### src/rtl/cordic_seq_ctrl_pkg.sv
// Shared definitions for the CORDIC sequencer: FSM state encoding, mode
// constants and default sizing.
package cordic_seq_ctrl_pkg;

    localparam int ITER_WIDTH_DEFAULT = 4;
    localparam int MAX_ITER_DEFAULT   = 15;

    localparam logic MODE_VECT = 1'b0;
    localparam logic MODE_ROT  = 1'b1;

    typedef enum logic [2:0] {
        ST_IDLE      = 3'd0,
        ST_LOAD      = 3'd1,
        ST_NORMALIZE = 3'd2,
        ST_COMPUTE   = 3'd3,
        ST_FINALIZE  = 3'd4,
        ST_DONE      = 3'd5
    } state_t;

endpackage

### src/rtl/cordic_seq_ctrl_if.sv
// Control bundle between operand source / result sink / CORDIC datapath and
// the sequencer. The sequencer takes the slave view.
interface cordic_seq_ctrl_if #(
    parameter int ITERATION_WIDTH = 4
);
    logic                       start;
    logic                       in_ready;
    logic                       mode;
    logic [ITERATION_WIDTH-1:0] n;
    logic                       norm_req;
    logic                       sign_y;
    logic                       sign_z;
    logic                       abort;
    logic                       ld_en;
    logic                       norm_en;
    logic                       iter_en;
    logic [ITERATION_WIDTH-1:0] shift_amt;
    logic                       dir;
    logic                       fin_en;
    logic                       out_valid;
    logic                       out_ready;
    logic                       busy;
    logic                       n_clamped;

    modport master (
        output start, mode, n, norm_req, sign_y, sign_z, abort, out_ready,
        input  in_ready, ld_en, norm_en, iter_en, shift_amt, dir, fin_en,
               out_valid, busy, n_clamped
    );

    modport slave (
        input  start, mode, n, norm_req, sign_y, sign_z, abort, out_ready,
        output in_ready, ld_en, norm_en, iter_en, shift_amt, dir, fin_en,
               out_valid, busy, n_clamped
    );
endinterface

### src/rtl/cordic_iter_counter.sv
// Micro-rotation index counter with terminal detect against the effective
// iteration count.
module cordic_iter_counter
    import cordic_seq_ctrl_pkg::*;
#(
    parameter int ITERATION_WIDTH = ITER_WIDTH_DEFAULT
) (
    input  logic                       clk,
    input  logic                       rst,
    input  logic                       clear,
    input  logic                       en,
    input  logic [ITERATION_WIDTH-1:0] n_eff,
    output logic [ITERATION_WIDTH-1:0] idx,
    output logic                       last
);
    localparam logic [ITERATION_WIDTH-1:0] STEP = ITERATION_WIDTH'(1);
    localparam logic [ITERATION_WIDTH:0]   ONE  = (ITERATION_WIDTH + 1)'(1);

    logic [ITERATION_WIDTH-1:0] idx_reg;

    always_ff @(posedge clk) begin
        if (rst || clear) begin
            idx_reg <= '0;
        end else if (en) begin
            idx_reg <= idx_reg + STEP;
        end
    end

    // Compare idx+1 against n_eff one bit wider so n_eff=0 never aliases.
    assign last = (({1'b0, idx_reg} + ONE) == {1'b0, n_eff});
    assign idx  = idx_reg;

endmodule

### src/rtl/cordic_seq_ctrl.sv
// Control-only sequencer for the CORDIC datapath: operand handshake, optional
// normalisation, n_eff micro-rotations, finalise, and result handshake.
module cordic_seq_ctrl
    import cordic_seq_ctrl_pkg::*;
#(
    parameter int ITERATION_WIDTH = ITER_WIDTH_DEFAULT,
    parameter int MAX_ITER        = MAX_ITER_DEFAULT
) (
    input  logic           clk,
    input  logic           rst,
    cordic_seq_ctrl_if.slave bus
);
    localparam logic [ITERATION_WIDTH-1:0] MAX_ITER_V = ITERATION_WIDTH'(MAX_ITER);

    state_t                     state_reg;
    state_t                     state_next;
    logic                       mode_reg;
    logic [ITERATION_WIDTH-1:0] n_eff_reg;
    logic                       n_clamped_reg;

    logic                       accept;
    logic                       cnt_clear;
    logic                       cnt_en;
    logic                       cnt_last;
    logic [ITERATION_WIDTH-1:0] idx;

    assign accept    = (state_reg == ST_IDLE) && bus.start && !bus.abort && !rst;
    assign cnt_clear = (state_reg == ST_LOAD);
    assign cnt_en    = (state_reg == ST_COMPUTE);

    cordic_iter_counter #(
        .ITERATION_WIDTH(ITERATION_WIDTH)
    ) u_iter_counter (
        .clk   (clk),
        .rst   (rst),
        .clear (cnt_clear),
        .en    (cnt_en),
        .n_eff (n_eff_reg),
        .idx   (idx),
        .last  (cnt_last)
    );

    always_ff @(posedge clk) begin
        if (rst) begin
            state_reg     <= ST_IDLE;
            mode_reg      <= MODE_VECT;
            n_eff_reg     <= '0;
            n_clamped_reg <= 1'b0;
        end else begin
            state_reg <= state_next;
            if (accept) begin
                mode_reg <= bus.mode;
                if (bus.n > MAX_ITER_V) begin
                    n_eff_reg     <= MAX_ITER_V;
                    n_clamped_reg <= 1'b1;
                end else begin
                    n_eff_reg     <= bus.n;
                    n_clamped_reg <= 1'b0;
                end
            end
        end
    end

    always_comb begin
        state_next = state_reg;
        case (state_reg)
            ST_IDLE: begin
                if (accept) state_next = ST_LOAD;
            end
            ST_LOAD: begin
                if (bus.abort)             state_next = ST_IDLE;
                else if (bus.norm_req)     state_next = ST_NORMALIZE;
                else if (n_eff_reg != '0)  state_next = ST_COMPUTE;
                else                       state_next = ST_FINALIZE;
            end
            ST_NORMALIZE: begin
                if (bus.abort)             state_next = ST_IDLE;
                else if (n_eff_reg != '0)  state_next = ST_COMPUTE;
                else                       state_next = ST_FINALIZE;
            end
            ST_COMPUTE: begin
                if (bus.abort)     state_next = ST_IDLE;
                else if (cnt_last) state_next = ST_FINALIZE;
            end
            ST_FINALIZE: begin
                state_next = bus.abort ? ST_IDLE : ST_DONE;
            end
            ST_DONE: begin
                // A simultaneous abort and out_ready still completes the transfer.
                if (bus.abort || bus.out_ready) state_next = ST_IDLE;
            end
            default: state_next = ST_IDLE;
        endcase
    end

    always_comb begin
        bus.in_ready  = 1'b0;
        bus.ld_en     = 1'b0;
        bus.norm_en   = 1'b0;
        bus.iter_en   = 1'b0;
        bus.shift_amt = '0;
        bus.dir       = 1'b0;
        bus.fin_en    = 1'b0;
        bus.out_valid = 1'b0;
        bus.busy      = 1'b0;
        bus.n_clamped = 1'b0;
        if (!rst) begin
            bus.busy      = (state_reg != ST_IDLE);
            bus.n_clamped = n_clamped_reg;
            case (state_reg)
                ST_IDLE: begin
                    bus.in_ready = 1'b1;
                    bus.ld_en    = accept;
                end
                ST_NORMALIZE: bus.norm_en = 1'b1;
                ST_COMPUTE: begin
                    bus.iter_en   = 1'b1;
                    bus.shift_amt = idx;
                    bus.dir       = (mode_reg == MODE_ROT) ? ~bus.sign_z : ~bus.sign_y;
                end
                ST_FINALIZE: bus.fin_en    = 1'b1;
                ST_DONE:     bus.out_valid = 1'b1;
                default: ;
            endcase
        end
    end

endmodule

### src/flat_wrapper.sv
// flat-port wrapper written by rule: the top's interface ports become plain ports
module cordic_seq_ctrl_flat import cordic_seq_ctrl_pkg::*;
#(
    parameter int ITERATION_WIDTH = ITER_WIDTH_DEFAULT,
    parameter int MAX_ITER        = MAX_ITER_DEFAULT
)
  (clk, rst, bus_start, bus_mode, bus_n, bus_norm_req, bus_sign_y, bus_sign_z, bus_abort, bus_out_ready, bus_in_ready, bus_ld_en, bus_norm_en, bus_iter_en, bus_shift_amt, bus_dir, bus_fin_en, bus_out_valid, bus_busy, bus_n_clamped);
  cordic_seq_ctrl_if #(.ITERATION_WIDTH(ITERATION_WIDTH)) bus_i ();
  input  logic clk;
  input  logic rst;
  input wire logic [$bits(bus_i.start)-1:0] bus_start;
  input wire logic [$bits(bus_i.mode)-1:0] bus_mode;
  input wire logic [$bits(bus_i.n)-1:0] bus_n;
  input wire logic [$bits(bus_i.norm_req)-1:0] bus_norm_req;
  input wire logic [$bits(bus_i.sign_y)-1:0] bus_sign_y;
  input wire logic [$bits(bus_i.sign_z)-1:0] bus_sign_z;
  input wire logic [$bits(bus_i.abort)-1:0] bus_abort;
  input wire logic [$bits(bus_i.out_ready)-1:0] bus_out_ready;
  output wire logic [$bits(bus_i.in_ready)-1:0] bus_in_ready;
  output wire logic [$bits(bus_i.ld_en)-1:0] bus_ld_en;
  output wire logic [$bits(bus_i.norm_en)-1:0] bus_norm_en;
  output wire logic [$bits(bus_i.iter_en)-1:0] bus_iter_en;
  output wire logic [$bits(bus_i.shift_amt)-1:0] bus_shift_amt;
  output wire logic [$bits(bus_i.dir)-1:0] bus_dir;
  output wire logic [$bits(bus_i.fin_en)-1:0] bus_fin_en;
  output wire logic [$bits(bus_i.out_valid)-1:0] bus_out_valid;
  output wire logic [$bits(bus_i.busy)-1:0] bus_busy;
  output wire logic [$bits(bus_i.n_clamped)-1:0] bus_n_clamped;
  assign bus_i.start = bus_start;
  assign bus_i.mode = bus_mode;
  assign bus_i.n = bus_n;
  assign bus_i.norm_req = bus_norm_req;
  assign bus_i.sign_y = bus_sign_y;
  assign bus_i.sign_z = bus_sign_z;
  assign bus_i.abort = bus_abort;
  assign bus_i.out_ready = bus_out_ready;
  assign bus_in_ready = bus_i.in_ready;
  assign bus_ld_en = bus_i.ld_en;
  assign bus_norm_en = bus_i.norm_en;
  assign bus_iter_en = bus_i.iter_en;
  assign bus_shift_amt = bus_i.shift_amt;
  assign bus_dir = bus_i.dir;
  assign bus_fin_en = bus_i.fin_en;
  assign bus_out_valid = bus_i.out_valid;
  assign bus_busy = bus_i.busy;
  assign bus_n_clamped = bus_i.n_clamped;
  cordic_seq_ctrl #(.ITERATION_WIDTH(ITERATION_WIDTH), .MAX_ITER(MAX_ITER)) u_core (.clk(clk), .rst(rst), .bus(bus_i));
endmodule
### config.mk
export PLATFORM = sky130hd
export DESIGN_NAME = cordic_seq_ctrl_flat
export DESIGN_NICKNAME = d
export VERILOG_FILES = /design/src/rtl/cordic_seq_ctrl_pkg.sv /design/src/rtl/cordic_seq_ctrl_if.sv /design/src/rtl/cordic_iter_counter.sv /design/src/rtl/cordic_seq_ctrl.sv /design/src/flat_wrapper.sv
export SDC_FILE = /design/constraint.sdc
export NUM_CORES = 1
export LEC_CHECK = 0
export ABC_AREA = 0
export ABC_CLOCK_PERIOD_IN_PS = 1800
export CORE_MARGIN = 5
export CORE_UTILIZATION = 35
export CTS_CLUSTER_DIAMETER = 40
export CTS_CLUSTER_SIZE = 10
export DETAILED_ROUTE_END_ITERATION = 8
export SLEW_MARGIN = 20
export SYNTH_ARGS = -nofsm -noshare
export SYNTH_HDL_FRONTEND = slang
export SYNTH_SLANG_ARGS = --single-unit
### constraint.sdc
create_clock -name clk -period 1.8 [get_ports clk]
set_clock_uncertainty 0.15 [all_clocks]
set_input_delay 0.36 -clock clk [delete_from_list [all_inputs] [get_ports clk]]
set_output_delay 0.36 -clock clk [all_outputs]
set_load 0.005 [all_outputs]
==> impl_metrics.env <==
export IMPL_status="complete, but fails checks"
export IMPL_failed_checks="setup timing"
export IMPL_power_share_clock_pct=24.0
export IMPL_groute_usage_overall_pct=16.43
export IMPL_slowest_delay_ns=0.33
export IMPL_nNetsFinal=177
export IMPL_drt_wl_total_um=2602
export IMPL_clock_fmax_mhz=544.8
export IMPL_syn_area_um2=854.6
export IMPL_cts_made_buffers=3
export IMPL_reg2reg_slack_ns=0.04
export IMPL_cts_num_sinks=12
export IMPL_async_flop_share_pct=0
export IMPL_yosysWarnings=0
export IMPL_antenna_left=0
export IMPL_clk_latency_ns=0.27
export IMPL_finalSetupViolations=1
export IMPL_leakage_uw=0.0006574
export IMPL_synth_edf_count=0
export IMPL_tritoncts="built"
export IMPL_crit_family="simple AND/OR/NAND/NOR gates"
export IMPL_cp_data_required_time_ns=1.29
export IMPL_globalRouteOverflowTotal=0
export IMPL_area_delta_synth_final_pct=70.57
export IMPL_highest_layer="met4"
export IMPL_grt_pass1_vias=1018
export IMPL_die_w_um=59.41
export IMPL_grt_pass1_wl_um=4436
export IMPL_ff2ff_path_depth=9
export IMPL_globalplace_congestion=0.8858
export IMPL_post_synth_cell_area_avg_um2=8.139
export IMPL_diodes=0
export IMPL_rr_startpoint="u_core.state_reg[2]"
export IMPL_cp_slowest_cell="dfxtp_2"
export IMPL_syn_inst=105
export IMPL_drive_above_1_share_pct=45.34
export IMPL_power_density_nw_per_um2=477.7
export IMPL_p_int_uw=485.3
export IMPL_whs_path_depth=2
export IMPL_cap_violations=0
export IMPL_dp_hpwl_um=1925
export IMPL_dpl_cell_count=176
export IMPL_routed_via_density=5.021
export IMPL_crit_chain="and4bb_4 > buf_6 > buf_6 > and2_4 > buf_6"
export IMPL_period_share_pct=102.0
export IMPL_period_needed_ns=1.836
export IMPL_startpoint_type="flip-flop"
export IMPL_vias=959
export IMPL_hp_class="reg2reg"
export IMPL_htree_levels=1
export IMPL_design_core_area_um2=2410
export IMPL_hold_end="u_core.u_iter_counter.idx[1]"
export IMPL_n_fill_cell=201
export IMPL_row_count=18
export IMPL_synth_ff_type="dfxtp_1"
export IMPL_p_seq_share_pct=41.0
export IMPL_die_h_um=59.41
export IMPL_finalWorstSetupSlack_ns=-0.03568
export IMPL_drv_slew=0
export IMPL_numPortBuffers=24
export IMPL_antenna_found_initial=0
export IMPL_initial_core_util_pct=35.46
export IMPL_clk_pin_slew_ns=0.08
export IMPL_critPathBufInv=3
export IMPL_wl_per_cell_um=13.62
export IMPL_power_frac_comb_pct=35.1
export IMPL_ir_drop_v=0.0003696
export IMPL_drcViolationCount=0
export IMPL_r2r_end="u_core.state_reg[2]"
export IMPL_ys_types=36
export IMPL_ys_ff_latch=12
export IMPL_multi_input_area_um2=649.4
export IMPL_dr_first_iter_drc_count=9
export IMPL_crit_fanout=3
export IMPL_wl_met2_um=1368
export IMPL_synth_fp_nets=119
export IMPL_grt_setup_unrepaired="yes"
export IMPL_met1_length_um=1100
export IMPL_hp_start="u_core.u_iter_counter.idx[1]"
export IMPL_clock_path_buffers=2
export IMPL_floorplan_die_area_um2=3530
export IMPL_seqCellArea_um2=249.0
export IMPL_met3_length_um=72
export IMPL_fin_util_pct=60.49
export IMPL_dr_pass1_iters=4
export IMPL_grt_max_degree=9
export IMPL_startpoint="u_core.state_reg[2]"
export IMPL_switchingPower_uw=211.0
export IMPL_root_buffer="clkbuf_4"
export IMPL_yosysSeqAreaShare_pct=28.11
export IMPL_cp_arrival_ns=1.33
export IMPL_num_io_pins=26
export IMPL_cp_end_kind="primary output"
export IMPL_cts_hold_buf=0
export IMPL_p_total_uw=696.3
export IMPL_hold_viol=0
export IMPL_cp_common_cell="buf_6"
export IMPL_crit_type="reg2out"
export IMPL_netSwitchingFraction_pct=30.30
export IMPL_instances_no_fill=191
[power groups by stage]
stage | combinational (uW) | sequential, uW | clock [uW]
2_1_floorplan | 98.3 | 290 | 0
3_3_place_gp | 196 | 294 | 0
3_5_place_dp | 197 | 294 | 0
4_1_cts | 232 | 285 | 167
5_1_grt | 265 | 287 | 177
6_report | 244 | 285 | 167
[layout by cell type (no fill, tap or decap), types with 2 or more instances in the layout]
cell type | synthesis | routed
buf_4 | 1 | 28
clkdlybuf4s50_1 | 0 | 10
buf_6 | 0 | 10
dfxtp_1 | 12 | 9
nor2_1 | 10 | 8
a21oi_1 | 8 | 7
nand2_1 | 6 | 6
mux2i_1 | 6 | 6
o21ai_0 | 6 | 6
buf_2 | 3 | 5
and2_4 | 0 | 4
nor3_1 | 5 | 4
nand3_1 | 4 | 4
nand2b_1 | 3 | 3
inv_1 | 5 | 3
xnor2_1 | 3 | 3
clkbuf_4 | 0 | 3
clkbuf_2 | 0 | 3
and2_1 | 6 | 2
inv_2 | 0 | 2
nor4_4 | 1 | 2
nor2_4 | 0 | 2
xor2_1 | 2 | 2
nand3b_1 | 2 | 2
or3_1 | 2 | 2
dlygate4sd2_1 | 0 | 2
dfxtp_4 | 0 | 2
[what timing repair did]
item | 4_1_cts | 5_1_grt
pin swaps | 6 | 6
resized for setup | 59 | 24
setup buffers | 14 | 1
endpoints found under the setup margin | 15 | 16
cloned | 0 | 0
[metal layers]
metal  vias up  global-route usage, %
li1        483                      -
met1       450                  19.42
met2        20                  28.24
met3         6                  1.743
met4         0                  9.709
met5         -                      0
[Yosys cell counts, types with 4 or more instances]
master   number  area [um^2]
nand3_1       4        20.02
nor2_1       10        37.54
a21oi_1       8        40.04
nor3_1        5        25.02
dfxtp_1      12        240.2
inv_1         5        18.77
o21ai_0       6        30.03
and2_1        6        37.54
mux2i_1       6        60.06
nand2_1       6        22.52
[cell type report]
class / instances / area share (%)
tap: 30 / 2.575
sequential: 12 / 17.08
inverter: 5 / 1.288
timing repair buffer: 58 / 32.96
multi-input combinational: 83 / 44.55
clock buffer: 3 / 1.545
[metrics by stage]
stage,hold WS (ns),area [um^2],TNS [ns],setup slack (ns)
after floorplan,0.3076,854.6,0,0.2999
after global placement,0.3312,1271,-7.085,-0.5232
after detailed placement,0.3345,1271,-7.693,-0.5524
after CTS,0.3432,1411,-0.2954,-0.1826
after global routing,0.4081,1458,-0.1579,-0.07272
final,0.3444,1458,-0.03568,-0.03568
[cell families after synthesis]
logic type	count (synthesis)	share of synthesized area [%]
DFF	12	28.11
buffers and inverters	10	5.270
AOI/OAI and AO/OA	20	16.40
and+or+nand+nor	50	36.16
adders and majority gates	1	1.464
xor gates and xnor gates	5	5.125
other	1	0.4388
muxes	6	7.028
[worst max path at each step]
stage,to,slack [ns],cells after the start
detailed placement,bus_dir,-0.55,4
floorplan,bus_ld_en,0.30,4
CTS,bus_dir,-0.18,5
finish,bus_dir,-0.04,5
global placement,bus_shift_amt[2],-0.52,4
global route,bus_dir,-0.07,5
[worst min-delay path, stage by stage, from the launching register on]
cell and delay, ns:
dfxtp_1 0.34, nand2_1 0.06, a21oi_1 0.05
No activity file was read; power rests on OpenSTA's default activity.
